==> config.mk <==
export PLATFORM = sky130hd
export DESIGN_NAME = irq_request_controller
export DESIGN_NICKNAME = d
export VERILOG_FILES = /design/src/rtl/irq_pkg.sv /design/src/rtl/irq_priority_encoder.sv /design/src/rtl/irq_request_controller.sv
export SDC_FILE = /design/constraint.sdc
export NUM_CORES = 1
export LEC_CHECK = 0
export CORE_UTILIZATION = 38
export CTS_BUF_LIST = sky130_fd_sc_hd__clkbuf_16
export CTS_CLUSTER_SIZE = 20
export DETAILED_ROUTE_END_ITERATION = 12
export GPL_ROUTABILITY_DRIVEN = 1
export PLACE_DENSITY = 0.82
export SKIP_LAST_GASP = 1
export SYNTH_ARGS = -nofsm -noshare
export SYNTH_HDL_FRONTEND = slang
export SYNTH_HIERARCHICAL = 1
export SYNTH_SLANG_ARGS = --single-unit
export TNS_END_PERCENT = 20
==> constraint.sdc <==
create_clock -name clk -period 1.27 [get_ports clk]
set_input_delay 0.127 -clock clk [delete_from_list [all_inputs] [get_ports clk]]
set_output_delay 0.127 -clock clk [all_outputs]
set_load 0.02 [all_outputs]
==> src/rtl/irq_pkg.sv <==
// irq_pkg: shared defaults and FSM state encoding for the interrupt request controller
package irq_pkg;
  localparam int IRQ_NUM_SRC = 8;
  localparam int IRQ_ID_W = 3;
  typedef enum logic [1:0] {
    IDLE    = 2'd0,
    SIGNAL  = 2'd1,
    SERVICE = 2'd2
  } irq_state_t;
endpackage

==> src/rtl/irq_priority_encoder.sv <==
// irq_priority_encoder: eligible vector -> lowest set index (id) and any-set flag; ports: eligible in, id/any out
module irq_priority_encoder #(
  parameter int N = 8,
  parameter int W = 3
) (
  input  logic [N-1:0] eligible,
  output logic [W-1:0] id,
  output logic         any
);
  always_comb begin
    id = '0;
    for (int i = N - 1; i >= 0; i--) id = eligible[i] ? W'(i) : id;
    any = |eligible;
  end
endmodule

==> src/rtl/irq_request_controller.sv <==
// irq_request_controller: edge-latched IRQ sources, mask, priority arbitration and CPU request FSM; ports: clk/reset, irq_src, mask write, return_from_isr in; interrupt_req, irq_id, in_service, pending, irq_mask out
module irq_request_controller
  import irq_pkg::*;
#(
  parameter int NUM_SRC = IRQ_NUM_SRC,
  parameter int ID_W = IRQ_ID_W
) (
  input  logic               clk,
  input  logic               reset,
  input  logic [NUM_SRC-1:0] irq_src,
  input  logic               mask_wr_en,
  input  logic [NUM_SRC-1:0] mask_wr_data,
  input  logic               return_from_isr,
  output logic               interrupt_req,
  output logic [ID_W-1:0]    irq_id,
  output logic               in_service,
  output logic [NUM_SRC-1:0] pending,
  output logic [NUM_SRC-1:0] irq_mask
);
  irq_state_t state, next_state;
  logic [NUM_SRC-1:0] src_q, events, clr;
  logic [ID_W-1:0] win_id;
  logic win_any;
  irq_priority_encoder #(.N(NUM_SRC), .W(ID_W)) u_enc (
    .eligible(pending & irq_mask),
    .id(win_id),
    .any(win_any)
  );
  assign events = irq_src & ~src_q;
  // a clear and a fresh event on the same bit resolve to set because events is OR'd in last
  assign clr = (state == SERVICE && return_from_isr) ? ({{(NUM_SRC-1){1'b0}}, 1'b1} << irq_id) : '0;
  assign interrupt_req = state == SIGNAL;
  assign in_service = state != IDLE;
  always_comb begin
    next_state = state;
    case (state)
      IDLE:    next_state = win_any ? SIGNAL : IDLE;
      SIGNAL:  next_state = SERVICE;
      SERVICE: next_state = return_from_isr ? IDLE : SERVICE;
      default: next_state = IDLE;
    endcase
  end
  always_ff @(posedge clk) begin
    src_q <= irq_src;
    if (reset) begin
      state <= IDLE;
      pending <= '0;
      irq_mask <= '0;
      irq_id <= '0;
    end else begin
      state <= next_state;
      pending <= (pending & ~clr) | events;
      if (mask_wr_en) irq_mask <= mask_wr_data;
      if (state == IDLE && win_any) irq_id <= win_id;
    end
  end
endmodule

==> flow_summary.toml <==
[critical_path]
cp.arrival_ns = 1.31
path_buf_inv = 2
reg2reg_to = "irq_id[2]"
critical_path.max_fanout = 2
crit_path_cell_trace = "buf_4, clkdlybuf4s50_1"
critical_path.startpoint = "pending[5]"
end_kind = "primary output"
timing.rr.start = "irq_mask[6]"
crit_type = "reg2out"
cp_slowest_cell = "clkdlybuf4s50_1"
slowest_delay_ns = 0.59
rr_worst_depth = 6
crit_family = "buffers and inverters"
crit_path_start_kind = "flop"
r2r_slack_ns = -0.14
cp_data_required_time_ns = 1.14

[route]
highest_layer = "met4"
wl_met3_um = 169
post_drt_wl_per_cell_um = 15.9
route.detailed.drc = 0
via_per_inst = 5.15
wl_met1_mm = 1.28
dr_total_vias = 1072
wl_met2_mm = 1.72
drt_wl_total_mm = 3.30
dr.first_iter.drc_count = 33
ant_nets = 0
dr.pass1.iters = 4

[clock_tree]
cts_tree = "built"
cts_setup_buffers = 0
path_clk_slew_ns = 0.05
cts_buffer_depth = 2
cts_htree_levels = 2
numCtsBuffers = 5
clock_tree.root_cell = "clkbuf_16"
clock-sinks = 29
clk_latency_ns = 0.27

[sta]
fmax_mhz = 697
min_period_over_period = 1.13
tightest_slew_ns = 0.365
timing.hold.ws_ns = 0.333
timing.final.crit_period_ns = 1.44
setup_viol_count_final = 19
hold_viol = 0
maxSlewViolCount = 0
worst_slack_ns = -0.165
max_slew_margin = 0.753
grt_setup_unrepaired = "yes"
clock_skew_ns = 0.00352

[place]
place_area_sq_mm = 0.00175
place_ws_ns = -0.0865
port_buffers = 40
dp.cells = 201
dp_hpwl_mm = 2.41
gp_congestion = 0.814

[power]
combPwrFrac = 0.169
p_seq_frac = 0.402
p_leak_uw = 0.000835
sw_frac_of_total = 0.236
powerDensity_mw_per_mm2 = 1320
peakVddDrop_mv = 1.21
clkPwrFrac = 0.429
p_int_uw = 1910
net-switching-power_uw = 588

[logic_synthesis]
seq_area_frac_synth = 0.524
avgSynthCellArea_sq_um = 9.98
syn_area_sq_mm = 0.00111
synth_warnings = 6
synth_nets = 131
synthCells = 111
ys_ff_latch = 29
synth.distinct_cells = 27

[global_routing]
grt_start_max_net_pins = 22
grt_pass1_wl_mm = 5.25
grt_pass1_vias = 1163
track_usage = 0.229
antenna_found_initial = 0
overflow = 0

[min_path]
hp-class = "in2reg"
hold_start = "irq_src[7]"
whs_path_depth = 1
min_to = "src_q[7]"

[floorplan]
core_area_sq_mm = 0.00276
die_w_um = 56.0
rows = 19
die_area_sq_mm = 0.00313
start_util = 0.402
die_y_um = 56.0
pin_count = 41

[finish]
area_growth_pct = 70.8
fin_util = 0.686
drive_above_1_share = 0.282
n_antenna_cell = 0
final_cell_count_no_fill = 208
fin_nets = 197
final_area_sq_mm = 0.00189

[outcome]
outcome = "finished with violations"
violations = "negative setup slack"

[flow_run]
cap_violations = 0
-- layout by cell type, fill, tap and decap left out, types with 2 or more instances in the layout --
| cell type | instances |
|---|---|
| mux2i_1 | 11 |
| and2_4 | 3 |
| o21ai_0 | 2 |
| dlymetal6s2s_1 | 2 |
| clkdlybuf4s50_1 | 33 |
| dlygate4sd2_1 | 4 |
| dfxtp_2 | 15 |
| nor2_1 | 16 |
| buf_4 | 20 |
| clkbuf_16 | 5 |
| and2_1 | 5 |
| inv_1 | 2 |
| buf_12 | 2 |
| nand2b_1 | 10 |
| a21oi_1 | 9 |
| dfxtp_1 | 14 |
| nor2b_1 | 2 |
| o21ai_1 | 5 |
-- power by group through the flow --
stage	clock, uW	combinational (uW)	sequential [uW]
floorplan	0	132	1070
global placement	0	409	1020
detailed placement	0	425	1020
CTS	1080	419	1000
global route	1140	448	1010
finish	1070	423	1000
-- cell usage after synthesis --
master / n / share of area
nand4bb_1: 1 / 0.010
nor3b_4: 1 / 0.017
nor2b_1: 2 / 0.011
or2_2: 1 / 0.0057
and3b_1: 1 / 0.0079
o21ai_0: 2 / 0.0090
inv_1: 1 / 0.0034
buf_2: 1 / 0.0045
nor3b_1: 1 / 0.0068
nor4_2: 1 / 0.011
mux2i_1: 11 / 0.099
nand4b_1: 1 / 0.0079
nand2_1: 1 / 0.0034
nor2_1: 16 / 0.054
o21ai_1: 5 / 0.023
nand2b_1: 10 / 0.056
clkbuf_1: 2 / 0.0068
o41ai_1: 1 / 0.0079
o31ai_2: 1 / 0.011
and2_1: 8 / 0.045
nand3_1: 1 / 0.0045
o21bai_1: 1 / 0.0068
o31ai_1: 1 / 0.0068
a21boi_0: 1 / 0.0068
a21oi_1: 9 / 0.041
and2b_2: 1 / 0.0079
dfxtp_1: 29 / 0.52
-- state kept, by name (all words and copies together), names as in the netlist --
name and flops:
irq_id 3, state 2, src_q 8, pending 8
irq_mask 8
-- routing by layer --
layer | up-vias | GRT usage
li1 | 512 | -
met1 | 499 | 0.235
met2 | 45 | 0.396
met3 | 16 | 0.0791
met4 | 0 | 0.139
met5 | - | 0
-- layout make-up --
class	instances	area, sq um
sequential	29	599
fill	214	866
clock inverter	2	7.51
timing repair buffer	62	591
inverter	1	3.75
tap	31	38.8
clock buffer	5	125
multi-input combinational	78	527
-- kinds of logic after synthesis --
| group | count (synthesis) | synth area share |
|---|---|---|
| AO/OA/AOI/OAI | 21 | 0.112 |
| flip-flops | 29 | 0.524 |
| multiplexers | 11 | 0.0994 |
| AND/OR/NAND/NOR | 46 | 0.250 |
| buffers and inverters | 4 | 0.0147 |
-- repair_timing --
item,4_1_cts,5_1_grt
hold endpoints to repair,0,0
hold buffers,0,0
pin swaps,0,4
setup endpoints to repair,25,26
gates resized for setup,6,4
-- worst max-delay path by stage --
| stage | cells after the start | endpoint | slack (ns) |
|---|---|---|---|
| 2_1_floorplan | 6 | irq_id[0] | -0.08 |
| 3_3_place_gp | 6 | irq_id[1] | -0.08 |
| 3_5_place_dp | 6 | irq_id[2] | -0.09 |
| 4_1_cts | 2 | pending[5] | -0.17 |
| 5_1_grt | 6 | irq_id[2] | -0.22 |
| 6_report | 2 | pending[5] | -0.17 |
-- metrics by stage --
step | power (uW) | setup TNS, ns
after CTS | 2500 | -2.36
after global routing | 2590 | -2.86
after detailed placement | 1440 | -0.487
after floorplan | 1200 | -0.232
final | 2490 | -1.95
after global placement | 1420 | -0.200
(Power assumes the default switching activity.)
